--- src/rtl/player_state_dynamic.sv ---
// Frame-stepped player character: walking, edge-armed jumping, gravity, landing and clamping.
// Optional build macro PLAYER_AIR_CONTROL_EN enables horizontal control while airborne.
module player_state_dynamic #(
  parameter int unsigned SCREEN_WIDTH   = 640,
  parameter int unsigned SCREEN_HEIGHT  = 480,
  parameter int unsigned CHAR_WIDTH     = 32,
  parameter int unsigned CHAR_HEIGHT    = 60,
  parameter int unsigned FLOOR_OFFSET   = 40,
  parameter int unsigned WALK_SPEED     = 4,
  parameter int unsigned JUMP_VEL       = 12,
  parameter int unsigned GRAVITY        = 1,
  parameter int unsigned MAX_FALL       = 12,
  parameter logic [7:0]  CHAR_COLOR_332 = 8'b11111110
) (
  input  logic       clk,
  input  logic       rst,
  input  logic       frame_tick,
  input  logic       btn_left,
  input  logic       btn_right,
  input  logic       btn_jump,
  output logic [9:0] char_x_pos_out,
  output logic [9:0] char_y_pos_out,
  output logic [9:0] char_width_out,
  output logic [9:0] char_height_out,
  output logic [7:0] char_color_out_332,
  output logic       on_ground,
  output logic       facing_left
);

  localparam int unsigned FloorY = SCREEN_HEIGHT - CHAR_HEIGHT - FLOOR_OFFSET;
  localparam int unsigned XMax   = SCREEN_WIDTH - CHAR_WIDTH;
  localparam int unsigned XStart = SCREEN_WIDTH / 2 - CHAR_WIDTH / 2;

  localparam logic signed [11:0] FloorY12  = 12'(FloorY);
  localparam logic signed [11:0] XMax12    = 12'(XMax);
  localparam logic signed [11:0] Walk12    = 12'(WALK_SPEED);
  localparam logic signed [11:0] Grav12    = 12'(GRAVITY);
  localparam logic signed [11:0] MaxFall12 = 12'(MAX_FALL);
  localparam logic signed [7:0]  JumpVel8  = 8'(JUMP_VEL);

  typedef enum logic [1:0] {StGrounded, StRising, StFalling} state_e;

  state_e            state_q, state_d;
  logic [9:0]        x_q, x_d, y_q, y_d;
  logic signed [7:0] vy_q, vy_d;
  logic              facing_q, facing_d;
  logic              armed_q, armed_d;
  logic              ground_q;

  logic signed [11:0] x_sum, y_sum, vy_sum;
  logic               walk_en;

  always_comb begin
    state_d  = state_q;
    x_d      = x_q;
    y_d      = y_q;
    vy_d     = vy_q;
    facing_d = facing_q;
    armed_d  = armed_q;
    x_sum    = 12'sd0;
    y_sum    = 12'sd0;
    vy_sum   = 12'sd0;
`ifdef PLAYER_AIR_CONTROL_EN
    walk_en  = 1'b1;
`else
    walk_en  = (state_q == StGrounded);
`endif

    if (frame_tick) begin
      armed_d = ~btn_jump;

      if (walk_en && btn_left && !btn_right) begin
        x_sum    = $signed({2'b00, x_q}) - Walk12;
        x_d      = (x_sum < 12'sd0) ? 10'd0 : x_sum[9:0];
        facing_d = 1'b1;
      end else if (walk_en && btn_right && !btn_left) begin
        x_sum    = $signed({2'b00, x_q}) + Walk12;
        x_d      = (x_sum > XMax12) ? XMax12[9:0] : x_sum[9:0];
        facing_d = 1'b0;
      end

      if (state_q == StGrounded) begin
        if (btn_jump && armed_q) begin
          vy_d    = -JumpVel8;
          state_d = StRising;
        end
      end else begin
        y_sum  = $signed({2'b00, y_q}) + {{4{vy_q[7]}}, vy_q};
        vy_sum = {{4{vy_q[7]}}, vy_q} + Grav12;
        // Landing wins over the ceiling and over normal flight.
        if (y_sum >= FloorY12) begin
          y_d     = FloorY12[9:0];
          vy_d    = 8'sd0;
          state_d = StGrounded;
        end else if (y_sum < 12'sd0) begin
          y_d     = 10'd0;
          vy_d    = 8'sd0;
          state_d = StFalling;
        end else begin
          y_d     = y_sum[9:0];
          vy_d    = (vy_sum > MaxFall12) ? MaxFall12[7:0] : vy_sum[7:0];
          state_d = (vy_sum >= 12'sd0) ? StFalling : StRising;
        end
      end
    end
  end

  always_ff @(posedge clk or posedge rst) begin
    if (rst) begin
      state_q  <= StGrounded;
      x_q      <= 10'(XStart);
      y_q      <= 10'(FloorY);
      vy_q     <= 8'sd0;
      facing_q <= 1'b0;
      armed_q  <= 1'b0;
      ground_q <= 1'b1;
    end else begin
      state_q  <= state_d;
      x_q      <= x_d;
      y_q      <= y_d;
      vy_q     <= vy_d;
      facing_q <= facing_d;
      armed_q  <= armed_d;
      ground_q <= (state_d == StGrounded);
    end
  end

  assign char_x_pos_out     = x_q;
  assign char_y_pos_out     = y_q;
  assign on_ground          = ground_q;
  assign facing_left        = facing_q;
  assign char_width_out     = 10'(CHAR_WIDTH);
  assign char_height_out    = 10'(CHAR_HEIGHT);
  assign char_color_out_332 = CHAR_COLOR_332;

endmodule

--- config.mk ---
export PLATFORM = sky130hd
export DESIGN_NAME = player_state_dynamic
export DESIGN_NICKNAME = d
export VERILOG_FILES = /design/src/rtl/player_state_dynamic.sv
export SDC_FILE = /design/constraint.sdc
export NUM_CORES = 1
export LEC_CHECK = 0
export CAP_MARGIN = 25
export CORE_MARGIN = 10
export CORE_UTILIZATION = 43
export DETAILED_ROUTE_END_ITERATION = 12
export MAX_ROUTING_LAYER = met4
export PLACE_DENSITY = 0.65
export SKIP_CTS_REPAIR_TIMING = 1
export SYNTH_ARGS = -nofsm -noshare
export SYNTH_HDL_FRONTEND = slang
export SYNTH_SLANG_ARGS = --single-unit
export TNS_END_PERCENT = 30
--- constraint.sdc ---
create_clock -name clk -period 3.4 [get_ports clk]
set_input_delay 1.02 -clock clk [delete_from_list [all_inputs] [get_ports clk]]
set_output_delay 1.02 -clock clk [all_outputs]
set_load 0.02 [all_outputs]
==> After elaboration in Yosys (flattened, before gate mapping) <==
Index checks and enable logic that the tools add are counted.
{ "totals": {"reg_bits": 33, "latch_bits": 0, "ram_bits": 0, "mem_bits_ro": 0, "input_bits": 6, "out_inout_bits": 50, "wordCells": 52, "n_memories": 0} }
{ "op_classes": {"addsub": 4, "mul": 0, "n_div": 0, "magnitude_cmp": 6, "n_eq_ne": 1, "n_shift": 0, "n_mux": 19, "bitwise_logic": 2, "n_reduce_logical": 13} }
{ "ops": {"columns": ["operator", "count"], "rows": [
  ["$mux W10", 6],
  ["$mux W8", 5],
  ["$add A11 B8 Y12", 1],
  ["$ge A12 B10 Y1 const B", 1],
  ["$lt A12 B1 Y1 const B", 1],
  ["$mux W2", 6],
  ["$add A10 B3 Y11 const B", 1],
  ["$gt A11 B10 Y1 const B", 1],
  ["$lt A11 B1 Y1 const B", 1],
  ["$sub A10 B3 Y11 const B", 1],
  ["$add A8 B2 Y9 const B", 1],
  ["$ge A9 B1 Y1 const B", 1],
  ["$gt A9 B5 Y1 const B", 1],
  ["$reduce_and A2 Y1", 3],
  ["$logic_and A1 B1 Y1", 5],
  ["$logic_not A2 Y1", 2],
  ["$logic_not A1 Y1", 2],
  ["$mux W1", 2],
  ["$ne A2 B1 Y1 const B", 1],
  ["$not A1 Y1", 2],
  ["$reduce_bool A2 Y1", 1]
]} }

==> Depth between registers and ports, before layout <==
{ "logic_depth": {"depth_word": 8, "mapped_depth": 11, "ltp_nobuf": 11} }

==> Worst setup path after synthesis <==
No wires, ideal clock.
{ "synth_path": {"path_type": "register to register", "start": "reg y_q[0], in the netlist char_y_pos_out[0]", "end": "reg vy_q[3]", "setup_time_ns": 0.121, "arrival_time_ns": 2.688, "required_time_ns": 3.279, "setup_slack_ns": 0.591, "stages_incl_launch_ff": 12, "n_path_buf": 0, "synth_period_minus_slack_ns": 2.809, "path_cell_list": "dfrtp_1 > ha_1 > inv_1 > fa_1 > and2b_1 > o22ai_1 > o31ai_1 > o211ai_1 > o31ai_4 > a21boi_4 > and3_1 > a22o_1"} }
{ "synth_between": {"elab_chain_cells": 5, "word_cells_on_any_way": 6, "cone_classes": "add/sub: 1; order compare: 2; mux: 3"} }
{ "synth_lines": {"columns": ["element", "line", "rtl"], "rows": [
  ["from (decl)", "44", "logic [9:0] x_q, x_d, y_q, y_d;"],
  ["from (signal assigned)", "112", "y_q <= 10'(FloorY);"],
  ["from (signal assigned)", "120", "y_q <= y_d;"],
  ["$add A11 B8 Y12 (*)", "88", "y_sum = $signed({2'b00, y_q}) + {{4{vy_q[7]}}, vy_q};"],
  ["$lt A12 B1 Y1", "95", "end else if (y_sum < 12'sd0) begin"],
  ["$mux W8", "95", null],
  ["$mux W8 (*)", "91", "if (y_sum >= FloorY12) begin"],
  ["$mux W8 (*)", "82", "if (state_q == StGrounded) begin"],
  ["to (signal assigned)", "121", "vy_q <= vy_d;"],
  ["to (decl)", "45", "logic signed [7:0] vy_q, vy_d;"]
]} }
Every way passes the cells marked *; elsewhere a longest branch is shown, timed or not.
A chain may end at the register's enable or synchronous reset.

==> Final worst setup path <==
{ "layout_path": {"start": "reg vy_q[0]", "end": "reg vy_q[3]"} }
{ "layout_between": {"elab_chain_cells": 6, "word_cells_on_any_way": 9, "cone_classes": "add/sub: 2; order compare: 3; mux: 4"} }
{ "layout_lines": {"columns": ["element", "line", "rtl"], "rows": [
  ["$add A8 B2 Y9", "89", "vy_sum = {{4{vy_q[7]}}, vy_q} + Grav12;"],
  ["$gt A9 B5 Y1", "101", "vy_d = (vy_sum > MaxFall12) ? MaxFall12[7:0] : vy_sum[7:0];"],
  ["$mux W8", "101", null],
  ["$mux W8", "95", null],
  ["$mux W8 (*)", "91", null],
  ["$mux W8 (*)", "82", null]
]} }
Marked as above.

==> summary.txt <==
Outcome
  • Status: finished clean

Place
  • Placed inst area: 3190 um^2
  • RePlAce Congestion: 0.843
  • DP HPWL: 5520 um
  • Port Buf Inserts: 25

Min path
  • Cell depth of the worst hold path: 2
  • Hold_sp: char_y_pos_out[7]$_DFFE_PP0P_
  • Hold endpoint: char_y_pos_out[7]$_DFFE_PP0P_
  • HP Class: flip-flop to flip-flop

Clock network
  • Sink Count: 31
  • Worst skew pair latency: 0.28 ns
  • Clk root buf: clkbuf_8
  • Longest Clk Path Bufs: 2
  • Total CTS buffers: 5
  • Htree depth: 2
  • Reg clk slew, reported paths: 0.07 ns
  • TritonCTS clock tree: done

Floorplan
  • Die footprint: 10600 um^2
  • Die W: 103 um
  • Die Ht: 103 um
  • Core area: 6760 um^2
  • Row Count: 30
  • Top Ports: 56
  • Initial Utilization: 44.0%

Route
  • ANT nets after route: 0
  • DRC: 0
  • Via density: 5.79
  • Average wire per standard cell: 15.6 um
  • Routed WL: 7220 um
  • Drt pass-1 iters: 4
  • Vias: 2679
  • Initial DRC Count: 195

Worst setup path
  • Slowest CP cell: dfrtp_1
  • CP arrival: 3.23 ns
  • RR Startpoint: vy_q[0]$_DFFE_PP0P_
  • Buf+Inv Stages, Crit Path: 1
  • Critical path's top delay family: compound AO/OA/AOI/OAI gates
  • Crit. End Element: flip-flop
  • CP cell instances: ha_1 > inv_1 > fa_1 > and2b_1 > o22ai_1 > o31ai_1 > o211ai_1 > o31ai_4 > a21boi_4 > and3_1 > a22o_1
  • R2r setup slk: 0.35 ns
  • Worst reg-to-reg path cell count: 11
  • Worst R2R End: vy_q[3]$_DFFE_PP0P_
  • CP peak stage delay: 0.46 ns
  • Worst-path fanout max: 7
  • Crit Path Class: flip-flop to flip-flop
  • Setup crit start kind: flip-flop
  • Crit. path cell count: 11
  • Critical path data required time: 3.57 ns

STA
  • Normalized max-slew margin: 60.4%
  • Clk_skew: 0.00451 ns
  • Fin crit period: 3.05 ns
  • Final setup vio count: 0
  • Worst-Margin Slew: 0.594 ns
  • Period Utilization, post-route: 89.8%
  • Hold Vio Cnt, Final: 0
  • RSZ-0062 raised after global routing: no
  • Fin Setup TNS: 0 ns
  • Final Slew Violations: 0
  • Fmax: 327 MHz

Global route
  • Busiest grt layer: met2
  • Initial antenna violation count: 0
  • Global route overflow: 0
  • Met2 track demand over resource: 22.4%
  • Met1 global-route usage: 18.1%
  • Largest net degree at the start of global routing: 32
  • Met3 Use GR: 2.72%
  • Global-route wire length before repair: 12100 um
  • Total GRT Usage: 14.2%
  • Number of global-route vias before repair: 2486

Layout
  • Ant diodes: 0
  • Layout cells sized above 1: 11.0%
  • NumNets Final: 405
  • Area delta synth->final: 10.0%
  • Design Area, Final: 3270 um^2

Power
  • Leakage: 1.32 nW
  • Pwr Total: 3.43 mW
  • Worst VDD drop: 548 uV
  • Pwr per Cell Area: 1050 nW/um^2

Synthesis
  • Flops & latches, synth: 31
  • Async set-reset flop share out of synthesis: 100%
  • Avg Cell Area, Syn: 8.22 um^2
  • Largest family of logic cells by synthesized area: compound AO/OA/AOI/OAI gates
  • Post-Synth Adder-Cell Area: 6.98%
  • Sequential area share after synthesis: 26.5%
  • Synthesized instance count: 362
  • Top cells by count, synth: a21oi_1 (30), buf_4 (30), nand2_1 (30)
  • EDFF count, synth: 0
  • Main flop type after synthesis: dfrtp_1
  • Post-Synthesis Cell Area: 2980 um^2
  • Leading area contributor after synthesis: dfrtp_1
  • Post-synthesis mux area share: 0%
  • Compound-cell area share of the yosys netlist: 30.7%
  • Synthesized-area fraction occupied by and/or/nand/nor cells: 21.3%
  • Post-Synth XOR/XNOR Area: 2.90%
  • Post-synth top area share: 17.7%
  • Synth warn: 0
  • Synth top area cells: dfrtp_1 (18%), dfstp_2 (8.8%), buf_4 (7.6%)
  • Netlist cell types: 74

Job
  • Max-cap viol count: 0
==> how the worst max path moves through the flow <==
stage / start / to / slack (ns)
detailed placement: vy_q[0]$_DFFE_PP0P_ / vy_q[3]$_DFFE_PP0P_ / 0.38
global placement: vy_q[0]$_DFFE_PP0P_ / vy_q[3]$_DFFE_PP0P_ / 0.49
CTS: vy_q[0]$_DFFE_PP0P_ / vy_q[3]$_DFFE_PP0P_ / 0.36
global route: vy_q[0]$_DFFE_PP0P_ / vy_q[3]$_DFFE_PP0P_ / 0.14
finish: vy_q[0]$_DFFE_PP0P_ / vy_q[3]$_DFFE_PP0P_ / 0.35
floorplan: char_y_pos_out[0]$_DFFE_PP0P_ / vy_q[3]$_DFFE_PP0P_ / 0.59
==> state kept, by name, indices dropped and copies added (netlist names) <==
name            count
char_y_pos_out     10
char_x_pos_out      8
vy_q                8
state_q             2
armed_q             1
facing_left         1
on_ground           1
==> final cells by class <==
class | instances | area (um^2)
clock buffer | 6 | 82.6
clock inverter | 1 | 5.00
fill | 666 | 3480
inverter | 15 | 56.3
multi-input combinational | 300 | 1950
sequential | 31 | 788
tap | 80 | 100
timing repair buffer | 30 | 288
==> logic make-up (layout without fill, tap and decap cells) <==
logic type,Yosys count,in the layout
AOI/OAI and AO/OA,125,125
xor gates and xnor gates,9,9
adders and majority gates,16,16
buffers and inverters,59,52
DFF,31,31
other,2,30
and+or+nand+nor,120,120
==> power by group <==
group          switching [mW]  total [mW]  internal [mW]
combinational            1.36        2.34          0.977
clock                   0.138       0.297          0.159
sequential              0.251       0.801          0.550
==> layout by cell type, fill, tap and decap left out, types with 6 or more instances in the layout <==
cell type	netlist	final
o21ai_0	19	19
ha_1	15	15
conb_1	2	30
clkbuf_8	0	6
nor3_1	7	7
nor2b_1	6	6
inv_1	15	15
a21oi_1	30	30
dfstp_2	10	10
clkdlybuf4s50_1	0	25
o21ai_1	8	8
dfrtp_1	21	21
o22ai_1	7	7
nand2_1	30	30
nand3_1	8	8
nor2_1	26	26
==> worst min-delay path: stages (launching register included) <==
cell	delay (ns)
dfrtp_1	0.37
nand2_1	0.06
o31ai_1	0.06
==> routing by layer <==
layer	vias to the layer above	share of wire (%)
met1	1280	47
met2	66	47
met5	-	0
met3	8	5.3
met4	0	1.1
li1	1325	-
==> per-stage QoR <==
step                hold slack [ns]  setup WS, ns  utilization, %  instances
floorplan                     0.495         0.591               -        390
global placement              0.510         0.487            47.1        456
detailed placement            0.507         0.377            47.1        456
CTS                           0.524         0.355            48.4        463
global route                  0.552         0.140            48.4        463
finish                        0.519         0.346            48.4        463
Power figures use the tool's default switching activity.
